--- src/rtl/wishbone_adapter_pkg.sv ---
// Shared types for the Wishbone master adapter: FSM states, grant encoding
// and the read/write arbitration helper.
package wishbone_adapter_pkg;

    typedef enum logic [2:0] {
        IDLE  = 3'd0,
        READ  = 3'd1,
        WRITE = 3'd2,
        RDATA = 3'd3,
        WRESP = 3'd4
    } state_e;

    typedef enum logic {
        GRANT_READ  = 1'b0,
        GRANT_WRITE = 1'b1
    } grant_e;

    // Returns {grantRead, grantWrite}; a tie goes to whichever side lost last time.
    function automatic logic [1:0] arbitrate(input logic   readPending,
                                             input logic   writePending,
                                             input grant_e lastGrant);
        logic grantRead;
        logic grantWrite;
        grantRead  = readPending  && (!writePending || lastGrant == GRANT_WRITE);
        grantWrite = writePending && (!readPending  || lastGrant == GRANT_READ);
        return {grantRead, grantWrite};
    endfunction

endpackage

--- src/rtl/wishbone_bus_if.sv ---
// Wishbone classic bus bundle with master and slave views.
interface wishbone_bus_if #(
    parameter int adr_width = 32,
    parameter int dat_width = 32,
    parameter int sel_width = 4
);
    logic                 cyc;
    logic                 stb;
    logic                 we;
    logic [adr_width-1:0] adr;
    logic [dat_width-1:0] datwr;
    logic [sel_width-1:0] sel;
    logic [dat_width-1:0] datrd;
    logic                 ack;

    modport m_modport (
        output cyc, stb, we, adr, datwr, sel,
        input  datrd, ack
    );

    modport s_modport (
        input  cyc, stb, we, adr, datwr, sel,
        output datrd, ack
    );
endinterface

--- src/rtl/wishbone_hold_reg.sv ---
// One-entry holding register: loads when empty and offered, empties on clear.
module wishbone_hold_reg #(
    parameter int width = 32
) (
    input  logic             clk,
    input  logic             rst,
    input  logic             i_load,
    input  logic             i_clear,
    input  logic [width-1:0] i_d,
    output logic [width-1:0] o_q,
    output logic             o_full
);
    logic [width-1:0] r_q;
    logic             r_full;

    always_ff @(posedge clk) begin
        if (rst) begin
            r_q    <= '0;
            r_full <= 1'b0;
        end else if (i_clear) begin
            r_full <= 1'b0;
        end else if (i_load) begin
            r_q    <= i_d;
            r_full <= 1'b1;
        end
    end

    assign o_q    = r_q;
    assign o_full = r_full;
endmodule

--- src/rtl/wishbone_master_adapter.sv ---
// Bridges split read/write valid-ready channels onto a single Wishbone master,
// one bus cycle at a time with fair read/write arbitration.
module wishbone_master_adapter
    import wishbone_adapter_pkg::*;
#(
    parameter int addr_width   = 32,
    parameter int data_width   = 32,
    parameter int strobe_width = data_width / 8
) (
    input  logic                    clk,
    input  logic                    rst,
    input  logic [addr_width-1:0]   raddr,
    input  logic                    raddr_valid,
    output logic                    raddr_ready,
    output logic [data_width-1:0]   rdata,
    output logic                    rdata_valid,
    input  logic                    rdata_ready,
    input  logic [addr_width-1:0]   waddr,
    input  logic                    waddr_valid,
    output logic                    waddr_ready,
    input  logic [data_width-1:0]   wdata,
    input  logic [strobe_width-1:0] wstrobe,
    input  logic                    wdata_valid,
    output logic                    wdata_ready,
    output logic                    wresp_valid,
    input  logic                    wresp_ready,
    wishbone_bus_if.m_modport       wb
);
    localparam int WD_WIDTH = data_width + strobe_width;

    state_e r_state;
    state_e w_stateNext;
    grant_e r_lastGrant;

    logic                    w_addrFull;
    logic                    w_dataFull;
    logic [addr_width-1:0]   w_addrQ;
    logic [WD_WIDTH-1:0]     w_dataQ;
    logic                    w_grantRead;
    logic                    w_grantWrite;
    logic                    w_ackRead;
    logic                    w_ackWrite;

    logic                    r_cyc;
    logic                    r_stb;
    logic                    r_we;
    logic [addr_width-1:0]   r_adr;
    logic [data_width-1:0]   r_datwr;
    logic [strobe_width-1:0] r_sel;
    logic [data_width-1:0]   r_rdata;

    wishbone_hold_reg #(.width(addr_width)) u_addrHold (
        .clk     (clk),
        .rst     (rst),
        .i_load  (waddr_valid && !w_addrFull),
        .i_clear (w_ackWrite),
        .i_d     (waddr),
        .o_q     (w_addrQ),
        .o_full  (w_addrFull)
    );

    wishbone_hold_reg #(.width(WD_WIDTH)) u_dataHold (
        .clk     (clk),
        .rst     (rst),
        .i_load  (wdata_valid && !w_dataFull),
        .i_clear (w_ackWrite),
        .i_d     ({wstrobe, wdata}),
        .o_q     (w_dataQ),
        .o_full  (w_dataFull)
    );

    always_comb begin
        w_stateNext  = r_state;
        w_grantRead  = 1'b0;
        w_grantWrite = 1'b0;
        w_ackRead    = 1'b0;
        w_ackWrite   = 1'b0;
        case (r_state)
            IDLE: begin
                {w_grantRead, w_grantWrite} =
                    arbitrate(raddr_valid, w_addrFull && w_dataFull, r_lastGrant);
                if (w_grantRead)
                    w_stateNext = READ;
                else if (w_grantWrite)
                    w_stateNext = WRITE;
            end
            READ: begin
                if (wb.ack && r_cyc) begin
                    w_ackRead   = 1'b1;
                    w_stateNext = RDATA;
                end
            end
            WRITE: begin
                if (wb.ack && r_cyc) begin
                    w_ackWrite  = 1'b1;
                    w_stateNext = WRESP;
                end
            end
            RDATA: if (rdata_ready) w_stateNext = IDLE;
            WRESP: if (wresp_ready) w_stateNext = IDLE;
            default: w_stateNext = IDLE;
        endcase
    end

    always_ff @(posedge clk) begin
        if (rst) begin
            r_state     <= IDLE;
            r_lastGrant <= GRANT_WRITE;
        end else begin
            r_state <= w_stateNext;
            if (w_grantRead)
                r_lastGrant <= GRANT_READ;
            else if (w_grantWrite)
                r_lastGrant <= GRANT_WRITE;
        end
    end

    // Bus signals are launched on the grant edge and frozen until ack.
    always_ff @(posedge clk) begin
        if (rst) begin
            r_cyc   <= 1'b0;
            r_stb   <= 1'b0;
            r_we    <= 1'b0;
            r_adr   <= '0;
            r_datwr <= '0;
            r_sel   <= '0;
            r_rdata <= '0;
        end else begin
            if (w_grantRead) begin
                r_cyc <= 1'b1;
                r_stb <= 1'b1;
                r_we  <= 1'b0;
                r_adr <= raddr;
                r_sel <= '1;
            end else if (w_grantWrite) begin
                r_cyc   <= 1'b1;
                r_stb   <= 1'b1;
                r_we    <= 1'b1;
                r_adr   <= w_addrQ;
                r_datwr <= w_dataQ[data_width-1:0];
                r_sel   <= w_dataQ[data_width +: strobe_width];
            end else if (w_ackRead || w_ackWrite) begin
                r_cyc <= 1'b0;
                r_stb <= 1'b0;
            end
            if (w_ackRead)
                r_rdata <= wb.datrd;
        end
    end

    assign raddr_ready = w_grantRead;
    assign rdata       = r_rdata;
    assign rdata_valid = (r_state == RDATA);
    assign wresp_valid = (r_state == WRESP);
    assign waddr_ready = !w_addrFull;
    assign wdata_ready = !w_dataFull;

    assign wb.cyc   = r_cyc;
    assign wb.stb   = r_stb;
    assign wb.we    = r_we;
    assign wb.adr   = r_adr;
    assign wb.datwr = r_datwr;
    assign wb.sel   = r_sel;
endmodule

--- src/flat_wrapper.sv ---
// flat-port wrapper written by rule: the top's interface ports become plain ports
module wishbone_master_adapter_flat import wishbone_adapter_pkg::*;
#(
    parameter int addr_width   = 32,
    parameter int data_width   = 32,
    parameter int strobe_width = data_width / 8
)
  (clk, rst, raddr, raddr_valid, raddr_ready, rdata, rdata_valid, rdata_ready, waddr, waddr_valid, waddr_ready, wdata, wstrobe, wdata_valid, wdata_ready, wresp_valid, wresp_ready, wb_cyc, wb_stb, wb_we, wb_adr, wb_datwr, wb_sel, wb_datrd, wb_ack);
  wishbone_bus_if #(.adr_width(32), .dat_width(32), .sel_width(4)) wb_i ();
  input  logic clk;
  input  logic rst;
  input  logic [addr_width-1:0] raddr;
  input  logic raddr_valid;
  output logic raddr_ready;
  output logic [data_width-1:0] rdata;
  output logic rdata_valid;
  input  logic rdata_ready;
  input  logic [addr_width-1:0] waddr;
  input  logic waddr_valid;
  output logic waddr_ready;
  input  logic [data_width-1:0] wdata;
  input  logic [strobe_width-1:0] wstrobe;
  input  logic wdata_valid;
  output logic wdata_ready;
  output logic wresp_valid;
  input  logic wresp_ready;
  output wire logic [$bits(wb_i.cyc)-1:0] wb_cyc;
  output wire logic [$bits(wb_i.stb)-1:0] wb_stb;
  output wire logic [$bits(wb_i.we)-1:0] wb_we;
  output wire logic [$bits(wb_i.adr)-1:0] wb_adr;
  output wire logic [$bits(wb_i.datwr)-1:0] wb_datwr;
  output wire logic [$bits(wb_i.sel)-1:0] wb_sel;
  input wire logic [$bits(wb_i.datrd)-1:0] wb_datrd;
  input wire logic [$bits(wb_i.ack)-1:0] wb_ack;
  assign wb_cyc = wb_i.cyc;
  assign wb_stb = wb_i.stb;
  assign wb_we = wb_i.we;
  assign wb_adr = wb_i.adr;
  assign wb_datwr = wb_i.datwr;
  assign wb_sel = wb_i.sel;
  assign wb_i.datrd = wb_datrd;
  assign wb_i.ack = wb_ack;
  wishbone_master_adapter #(.addr_width(addr_width), .data_width(data_width), .strobe_width(strobe_width)) u_core (.clk(clk), .rst(rst), .raddr(raddr), .raddr_valid(raddr_valid), .raddr_ready(raddr_ready), .rdata(rdata), .rdata_valid(rdata_valid), .rdata_ready(rdata_ready), .waddr(waddr), .waddr_valid(waddr_valid), .waddr_ready(waddr_ready), .wdata(wdata), .wstrobe(wstrobe), .wdata_valid(wdata_valid), .wdata_ready(wdata_ready), .wresp_valid(wresp_valid), .wresp_ready(wresp_ready), .wb(wb_i));
endmodule
--- config.mk ---
export PLATFORM = sky130hd
export DESIGN_NAME = wishbone_master_adapter_flat
export DESIGN_NICKNAME = d
export VERILOG_FILES = /design/src/rtl/wishbone_adapter_pkg.sv /design/src/rtl/wishbone_bus_if.sv /design/src/rtl/wishbone_hold_reg.sv /design/src/rtl/wishbone_master_adapter.sv /design/src/flat_wrapper.sv
export SDC_FILE = /design/constraint.sdc
export NUM_CORES = 1
export LEC_CHECK = 0
export BUFFER_PORTS_ARGS = -buffer_cell sky130_fd_sc_hd__buf_2
export CAP_MARGIN = 20
export CORE_ASPECT_RATIO = 1.25
export CORE_MARGIN = 4
export CORE_UTILIZATION = 48
export CTS_BUF_LIST = sky130_fd_sc_hd__clkbuf_2 sky130_fd_sc_hd__clkbuf_4 sky130_fd_sc_hd__clkbuf_8
export CTS_CLUSTER_SIZE = 8
export DETAILED_ROUTE_END_ITERATION = 7
export GPL_TIMING_DRIVEN = 0
export HOLD_SLACK_MARGIN = 0.1
export PLACE_DENSITY_LB_ADDON = 0.08
export SKIP_LAST_GASP = 1
export SYNTH_ARGS = -nofsm -noshare
export SYNTH_HDL_FRONTEND = slang
export SYNTH_SLANG_ARGS = --single-unit
--- constraint.sdc ---
create_clock -name clk -period 1.55 [get_ports clk]
set_input_delay 0.155 -clock clk [delete_from_list [all_inputs] [get_ports clk]]
set_output_delay 0.155 -clock clk [all_outputs]
set_load 0.005 [all_outputs]
==> results of run 1 <==
## worst min-delay path by stage
stage | to | cells after the start
2_1_floorplan | u_core.wb.adr[31] | 1
3_3_place_gp | u_core.wb.adr[12] | 2
3_5_place_dp | u_core.wb.adr[25] | 2
4_1_cts | u_core.r_state[0] | 4
5_1_grt | u_core.r_state[0] | 4
6_report | u_core.r_state[0] | 4
## tightest hold or removal path: stages
cell      delay, ns
buf_2          0.16
a21oi_1        0.08
o21ai_0        0.15
a221oi_1       0.08
## state kept, by name (all words and copies together) (netlist names)
name,cells
u_core.rdata,32
u_core.u_addrHold.o_q,32
u_core.u_dataHold.o_full,1
u_core.u_addrHold.o_full,1
u_core.r_state,3
u_core.wb.sel,4
u_core.wb.datwr,32
u_core.wb.cyc,1
u_core.wb.we,1
u_core.u_dataHold.o_q,36
u_core.wb.adr,32
u_core.r_lastGrant,1
## routing by layer
metal / up-vias / global-route usage, % / routed length (um)
li1: 3809 / - / -
met1: 3779 / 32.3 / 10400
met2: 303 / 49.9 / 13900
met3: 78 / 6.37 / 1580
met4: 0 / 12.8 / 930
met5: - / 0 / 0
## cells in the final DEF (no fill, tap or decap), types with 20 or more instances in the layout
| cell | n |
|---|---|
| buf_2 | 247 |
| dfxtp_1 | 172 |
| nand2b_1 | 170 |
| dlygate4sd3_1 | 137 |
| a21oi_1 | 92 |
| mux2i_1 | 66 |
| nand3_1 | 32 |
| o21ai_0 | 32 |
| nand4_1 | 32 |
| a221o_1 | 32 |
| o31ai_4 | 29 |
| clkbuf_1 | 22 |
| clkbuf_8 | 21 |
| buf_6 | 20 |
## final cells by class
cell class	instances	area [um2]
fill	1049	3430
timing repair buffer	413	3040
buffer	85	672
clock buffer	23	304
sequential	176	3530
tap	212	265
multi-input combinational	553	4280
antenna	1	2.50
inverter	5	31.3
clock inverter	8	81.3
## power groups by stage
stage / sequential [W] / combinational [W] / clock, W
6_report: 0.00498 / 0.00272 / 0.00313
5_1_grt: 0.00500 / 0.00291 / 0.00335
4_1_cts: 0.00495 / 0.00236 / 0.00316
3_5_place_dp: 0.00504 / 0.00171 / 0
3_3_place_gp: 0.00504 / 0.00170 / 0
2_1_floorplan: 0.00502 / 0.00103 / 0
## what timing repair did
action	in CTS	in global routing
pin swaps	19	67
hold buffers	137	0
setup endpoints to repair	165	164
cloned	4	5
endpoints found under the hold margin	136	0
buffers inserted	17	3
resized for setup	114	135
## kinds of logic (layout without fill, tap and decap cells)
group / count (synthesis) / in the layout
AND/OR/NAND/NOR: 272 / 272
multiplexers: 68 / 68
other: 0 / 1
buffers and inverters: 93 / 534
AO/OA/AOI/OAI: 213 / 213
flip-flops: 176 / 176
## metrics by stage
stage               instance area (um2)  worst slack [ns]  cells
floorplan                          7670          0.000590    822
finish                            12200            -0.132   1476
global placement                   9170            -0.673   1281
global route                      12200            -0.184   1475
detailed placement                 9170            -0.674   1281
CTS                               11600            -0.134   1468
==> flow_summary.yaml, run 1 <==
clocking:
  cts_root_buf: "clkbuf_8"
  clock_sinks: 176
  h-tree-depth: 4
  clockBufferDepth: 2
  numCtsBuffers: 17
  clkTransAtPathRegs_ns: 0.09
  insertion_delay_ns: 0.47
  cts_tree: "done"
route:
  ant_nets: 0
  routed_wl_mm: 26.8
  drt-pass1-iter-count: 5
  drt_iter0_drc: 447
  post_drt_wl_per_cell_um: 18.2
  route.detailed.drc: 0
  vias_per_cell: 5.40
  vias: 7969
worst_hold_path:
  hp-start: "wb_ack"
  hold_class: "in -> reg"
outcome:
  violations: "setup timing"
  status: "complete, but fails checks"
worst_setup_path:
  crit_type: "reg -> reg"
  reg2reg_depth: 5
  worst_path_max_delay_cell: "or4_4"
  ff2ff_setup_slack_ns: -0.13
  cp_cell_sequence: "or4_4 > nor3b_4 > buf_6 > clkbuf_16 > a221o_1"
  worst_path_largest_cell_delay_ns: 0.57
  cp_num_buf_inv: 2
  cp.required_ns: 1.96
  start_kind: "flop"
  cp_num_cells: 5
  r2r-start: "u_core.r_state[2]"
  rr_endpoint: "u_core.wb.adr[29]"
  cp-startpoint: "u_core.r_state[2]"
  critPathTopFamily: "simple AND/OR/NAND/NOR gates"
  worst-path-max-fanout: 7
  crit_arrival_ns: 2.09
  crit_path_end_kind: "flop"
  crit_end: "u_core.wb.adr[29]"
power_and_ir_drop:
  netSwitchingFraction_pct: 29.7
  switching_power_w: 0.00322
  p_int_w: 0.00761
  pwr-share-comb_pct: 25.1
  total_power_w: 0.0108
  seq_power_share_pct: 46.0
  leakage_nw: 5.04
  max-vdd-ir-drop_mv: 0.553
  power_density_nw_per_um2: 887
  p_clk_share_pct: 28.9
placed_design:
  routabilityCongestion: 0.824
  io_buffers: 247
  hpwl_mm: 16.3
floorplanning:
  die_h_um: 149
  dieArea_um2: 18100
  io_pins: 248
  core_area_um2: 15600
  rows: 51
  initial_core_util_pct: 49.0
  dieWidth_um: 121
layout:
  area_growth_pct: 59.3
  final_nets: 1391
  drive_gt1_share_pct: 34.5
  post-route-util_pct: 78.1
timing:
  finalCritPeriodShare_pct: 109
  finalHoldViolations: 0
  period_minus_slack_ns: 1.68
  fmax_mhz: 594
  finalSetupTns_ns: -6.84
  worst_slew_pin_slew_ns: 0.599
  hold_slack_ns: 0.203
  setup_viol: 112
  maxSlewHeadroom_pct: 60.1
  finClkSkew_ns: 0.0110
  fin_ws_ns: -0.132
  rsz0062_at_grt: "yes"
  drv_slew: 0
yosys:
  synthTopCellsByArea: "dfxtp_1, nand2b_1, mux2i_1, a21oi_1, a221o_1"
  async_flop_share_pct: 0
  yosys_most_used_dff: "dfxtp_1"
  yosys_warnings: 0
  yosys.area_share.simple_pct: 21.7
  synthCells: 822
  synth_top_family_by_area: "simple AND/OR/NAND/NOR gates"
  ys_seq_area_share_pct: 46.0
  synth_nets: 962
  synth_most_common_cell: "dfxtp_1"
  synthXorXnorAreaFrac_pct: 0
  synth_common_cells: "dfxtp_1, nand2b_1, a21oi_1, mux2i_1, clkbuf_1"
  synth_top_cell_by_area: "dfxtp_1"
  synth-compound-area-share_pct: 17.6
  yosysTopAreaCellShare_pct: 46.0
  ys_ff_latch: 176
  synth-adder-area-share_pct: 0
  synth_mux_area_share_pct: 8.88
  netlist_area_um2: 7660
  avgSynthCellArea_um2: 9.32
  synth_edf_count: 0
  synth_cell_types: 41
global_route:
  grt_pass1_vias: 8127
  grt_max_degree: 17
  grt_antenna_before_repair: 0
  grt.overflow.total: 0
  grt_use_total_pct: 28.2
  grt_pass1_wl_mm: 40.4
flow_run:
  cap_violations: 0
No activity file was read; power rests on OpenSTA's default activity.
==> run 2, diff against run 1 <==
Settings changed: CELL_PAD_IN_SITES_DETAIL_PLACEMENT set to 0, CELL_PAD_IN_SITES_GLOBAL_PLACEMENT set to 1, CORE_UTILIZATION 48 to 35.
==> run 2 against run 1 <==
Sequential cell count unchanged. The run still ends with setup timing left. Clock skew rose by 0.0045 ns. Worst hold slack worse by 0.056 ns. Cell area is 4.2% higher. Non-clock buffer count grew 10. Critical endpoint is now u_core.wb.adr[23]. Die area up 35%.
==> flow_summary.yaml, run 2 (same netlist as run 1, synthesis figures left out) <==
outcome:
  status: "complete, but fails checks"
  violations: "setup timing"
route:
  ant_nets: 0
  vias: 7766
  post_drt_wl_per_cell_um: 17.6
  route.detailed.drc: 0
  routed_wl_mm: 27.4
  drt-pass1-iter-count: 4
  vias_per_cell: 5.00
  drt_iter0_drc: 299
global_route:
  grtUsageMet2_pct: 37.6
  grt_max_degree: 17
  grt_util_met1_pct: 27.0
  busiest_layer: "met2"
  use_met3_pct: 4.11
  grt_pass1_wl_mm: 43.0
  grt_pass1_vias: 8047
  grt_antenna_before_repair: 0
  grt.overflow.total: 0
  grt_use_total_pct: 21.7
power_and_ir_drop:
  netSwitchingFraction_pct: 30.7
  seq_power_share_pct: 44.8
  max-vdd-ir-drop_mv: 0.570
  p_int_w: 0.00768
  switching_power_w: 0.00341
  leakage_nw: 5.15
  pwr-share-comb_pct: 25.9
  p_clk_share_pct: 29.3
  power_density_nw_per_um2: 872
  total_power_w: 0.0111
worst_setup_path:
  crit_path_end_kind: "flop"
  reg2reg_depth: 6
  crit_arrival_ns: 2.14
  crit_type: "reg -> reg"
  start_kind: "flop"
  cp.required_ns: 1.96
  worst-path-max-fanout: 6
clocking:
  numCtsBuffers: 17
  h-tree-depth: 4
  insertion_delay_ns: 0.47
  clock_sinks: 176
  cts_tree: "done"
  clkTransAtPathRegs_ns: 0.09
  cts_root_buf: "clkbuf_8"
  clockBufferDepth: 2
floorplanning:
  dieWidth_um: 140
  io_pins: 248
  core_area_um2: 21500
  die_h_um: 173
  dieArea_um2: 24300
  initial_core_util_pct: 35.6
  rows: 60
timing:
  fin_ws_ns: -0.184
  finalSetupTns_ns: -6.57
  period_minus_slack_ns: 1.73
  drv_slew: 0
  finalHoldViolations: 0
  maxSlewHeadroom_pct: 61.7
  finClkSkew_ns: 0.0155
  rsz0062_at_grt: "yes"
  worst_slew_pin_slew_ns: 0.574
  setup_viol: 96
  fmax_mhz: 577
  finalCritPeriodShare_pct: 112
placed_design:
  io_buffers: 247
  placed_cell_area_um2: 9250
  pre_cts_ws_ns: -0.716
  routabilityCongestion: 0.748
  hpwl_mm: 18.0
layout:
  final_nets: 1401
  largest_reg_flops: 36
  final_cell_mix: "buf_2, dfxtp_1, nand2b_1"
  n_fill_cell: 1885
  area_growth_pct: 66.0
  stdcell_area_um2: 12700
  drive_gt1_share_pct: 38.6
  final_common_cell: "buf_2"
  n_antenna_cell: 0
flow_run:
  cap_violations: 0
worst_hold_path:
  hold_class: "in -> reg"
  min_path_cells: 3
## run 2: cell types whose count changed in the layout (fill, tap and decap cells not counted), moves of 4 or more
cell,before,now
nand3_2,0,20
nand3_4,0,7
o31ai_2,2,10
o31ai_4,29,20
buf_12,5,14
a21oi_1,92,76
inv_6,0,4
clkbuf_4,14,5
nand3_1,32,5
a21oi_2,10,26
clkbuf_2,17,22
## run 2: final cells by class
| type | instances | area (um2) | area share, % |
|---|---|---|---|
| Multi-Input combinational cell | 553 | 4480 | 35.2 |
| Buffer | 82 | 664 | 5.22 |
| Inverter | 5 | 23.8 | 0.187 |
| Tap cell | 279 | 349 | 2.74 |
| Sequential cell | 176 | 3530 | 27.8 |
| Timing Repair Buffer | 426 | 3280 | 25.8 |
| Clock buffer | 21 | 277 | 2.17 |
| Clock inverter | 11 | 120 | 0.944 |
## run 2: metal layers
metal	vias to the layer above	wire (um)
li1	3825	-
met1	3690	11600
met2	218	13900
met3	33	1350
met4	0	490
met5	-	0
## run 2: per-stage QoR
| stage | hold slack [ns] | utilization, % | cells |
|---|---|---|---|
| 2_1_floorplan | 0.293 | - | 822 |
| 3_3_place_gp | 0.379 | 42.9 | 1348 |
| 3_5_place_dp | 0.381 | 42.9 | 1348 |
| 4_1_cts | 0.123 | 55.3 | 1543 |
| 5_1_grt | 0.137 | 59.0 | 1553 |
| 6_report | 0.148 | 59.0 | 1553 |
## run 2: worst paths after layout
path                                             to  slack [ns]                 startpoint
worst min-delay path                   u_core.wb.we        0.15                raddr_valid
worst max register to register    u_core.wb.adr[23]       -0.18          u_core.r_state[2]
worst max-delay path              u_core.wb.adr[23]       -0.18          u_core.r_state[2]
worst min register to register  u_core.wb.datwr[20]        0.47  u_core.u_dataHold.o_q[20]
## run 2: worst max-delay path, cell delays in order (launching register included)
cell	delay, ns
dfxtp_2	0.33
or4_4	0.58
nor3b_4	0.25
buf_12	0.17
buf_12	0.12
buf_8	0.11
a221o_1	0.12
## run 2: what timing repair did
item | CTS | global route
setup buffers | 24 | 6
setup endpoints to repair | 173 | 172
pin swaps | 54 | 93
gates resized for setup | 132 | 154
endpoints found under the hold margin | 137 | 0
hold buffers | 137 | 0
cloned | 7 | 8
## run 2: power groups by stage
stage / logic, W / clock network, W / registers, W
CTS: 0.00250 / 0.00336 / 0.00496
global route: 0.00309 / 0.00353 / 0.00500
global placement: 0.00176 / 0 / 0.00504
detailed placement: 0.00176 / 0 / 0.00504
finish: 0.00287 / 0.00326 / 0.00497
floorplan: 0.00103 / 0 / 0.00502
==> run 3, diff against run 2 <==
Settings changed: ABC_AREA set to 1, CORE_UTILIZATION 35 to 32.
==> run 3 against run 2 <==
Setup slack better by 0.15 ns. Sequential cell count unchanged. Power is 9.6% higher. Critical path depth up 1. Sequential power rose by 8.2%. The run still ends with setup timing left. Critical endpoint is now raddr_ready. Critical path type is now reg -> out. Die area decreased by 4.1%.
==> flow_summary.yaml, run 3 <==
outcome:
  status: "complete, but fails checks"
  violations: "setup timing"
yosys:
  synth_most_common_cell: "nor2_1"
  ys_seq_area_share_pct: 52.5
  synth_nets: 1074
  synthTopCellsByArea: "dfxtp_1, nor2_1, o21ai_0, nand2_1, inv_1"
  synthCells: 934
  ys_ff_latch: 176
  yosys_most_used_dff: "dfxtp_1"
  synth_common_cells: "nor2_1, dfxtp_1, o21ai_0, nand2_1, inv_1"
  avgSynthCellArea_um2: 7.18
  synth_top_cell_by_area: "dfxtp_1"
  netlist_area_um2: 6710
  async_flop_share_pct: 0
  synth_edf_count: 0
  yosysTopAreaCellShare_pct: 52.5
  yosys_warnings: 0
  synth_cell_types: 19
placed_design:
  io_buffers: 246
  hpwl_mm: 15.1
  routabilityCongestion: 0.754
timing:
  finalCritPeriodShare_pct: 102
  fmax_mhz: 631
  finClkSkew_ns: 0.0147
  rsz0062_at_grt: "yes"
  finalSetupTns_ns: -0.0343
  drv_slew: 0
  period_minus_slack_ns: 1.58
  setup_viol: 1
  worst_slew_pin_slew_ns: 0.539
  finalHoldViolations: 0
  fin_ws_ns: -0.0343
  maxSlewHeadroom_pct: 64.1
layout:
  drive_gt1_share_pct: 26.0
  final_nets: 1487
  n_antenna_cell: 0
  largest_reg_flops: 36
  final_cell_mix: "nor2_1, buf_2, dfxtp_1"
  area_growth_pct: 53.9
  final_common_cell: "nor2_1"
worst_setup_path:
  cp.required_ns: 1.39
  r2r-start: "u_core.r_state[2]"
  cp-startpoint: "u_core.r_state[1]"
  crit_path_end_kind: "primary output"
  cp_cell_sequence: "inv_4 > nand2_4 > nor2_4 > inv_4 > nor2_4 > buf_6 > buf_6"
  worst_path_max_delay_cell: "dfxtp_4"
  worst_path_largest_cell_delay_ns: 0.36
  crit_arrival_ns: 1.43
  crit_type: "reg -> out"
  start_kind: "flop"
  worst-path-max-fanout: 4
route:
  vias_per_cell: 4.23
  route.detailed.drc: 0
  ant_nets: 0
  vias: 6903
  post_drt_wl_per_cell_um: 13.2
  drt_iter0_drc: 230
  drt-pass1-iter-count: 6
  routed_wl_mm: 21.5
global_route:
  grt_max_degree: 17
  grt_pass1_vias: 6800
  grt.overflow.total: 0
  grt_pass1_wl_mm: 34.0
  grt_antenna_before_repair: 0
  grt_use_total_pct: 18.3
clocking:
  clkTransAtPathRegs_ns: 0.09
  clock_sinks: 176
  cts_root_buf: "clkbuf_8"
  h-tree-depth: 4
  cts_tree: "done"
  clockBufferDepth: 2
  insertion_delay_ns: 0.46
  numCtsBuffers: 17
power_and_ir_drop:
  netSwitchingFraction_pct: 30.9
  switching_power_w: 0.00376
  p_int_w: 0.00840
  seq_power_share_pct: 44.2
  total_power_w: 0.0122
  power_density_nw_per_um2: 1180
  max-vdd-ir-drop_mv: 0.574
  pwr-share-comb_pct: 26.1
  p_clk_share_pct: 29.7
  leakage_nw: 5.00
floorplanning:
  core_area_um2: 20400
  io_pins: 248
  dieArea_um2: 23400
  dieWidth_um: 137
  die_h_um: 170
  initial_core_util_pct: 32.9
  rows: 58
flow_run:
  cap_violations: 0
worst_hold_path:
  hold_class: "in -> reg"
  hp-start: "rst"
==> run 3: worst max-delay path: cells and delay by family, from the launching register on <==
kind,cells,cell delay (ns)
buffers and inverters,4,0.34
flip-flops,1,0.36
AND/OR/NAND/NOR,3,0.28
==> run 3: final cells by class <==
cell class	instances	area [um2]
clock inverters	14	201
flip-flops and latches	176	3540
multi-input cells	620	2670
repair buffers	394	2690
well taps	270	338
clock buffers	18	248
plain buffers	55	329
fillers	2142	10100
inverters	83	319
==> run 3: metrics by stage <==
step	hold WS, ns	util, %	worst slack [ns]	cells	instance area, um2
2_1_floorplan	0.309	-	0.195	934	6710
3_3_place_gp	0.405	40.6	-0.239	1450	8280
3_5_place_dp	0.413	40.6	-0.225	1450	8280
4_1_cts	0.103	50.1	-0.0868	1626	10200
5_1_grt	0.129	50.6	-0.123	1630	10300
6_report	0.141	50.6	-0.0343	1630	10300
==> run 3: path summary, 6_finish.rpt <==
check                                         to  slack [ns]  depth (start not counted)
worst max-delay path                 raddr_ready       -0.03                          7
worst min-delay path            u_core.wb.adr[0]        0.14                          2
worst max register to register   u_core.rdata[2]        0.08                          7
worst min register to register  u_core.rdata[23]        0.44                          2
==> run 3: timing repair <==
action,4_1_cts,5_1_grt
hold buffers,135,0
endpoints found under the setup margin,124,140
pin swaps,6,4
resized for setup,27,44
buffers inserted,9,5
endpoints found under the hold margin,135,0
cloned,1,0
==> run 3: power by group through the flow <==
stage / sequential [W] / combinational, W / clock, W
2_1_floorplan: 0.00546 / 0.00158 / 0
3_3_place_gp: 0.00544 / 0.00261 / 0
3_5_place_dp: 0.00545 / 0.00262 / 0
4_1_cts: 0.00537 / 0.00311 / 0.00374
5_1_grt: 0.00546 / 0.00360 / 0.00393
6_report: 0.00538 / 0.00317 / 0.00361
==> run 3: layer usage <==
layer / share of wire [%] / global-route usage, %
met2: 49 / 32.3
met4: 1.7 / 5.34
met3: 6.1 / 5.03
met1: 43 / 21.6
met5: 0 / 0
==> run 3: cells by family (layout without fill, tap and decap cells) <==
group,after synthesis,in the layout,synth area share (%)
compound gates,175,175,13.2
buf+inv,139,564,8.67
flops,176,176,52.5
simple gates,444,445,25.6
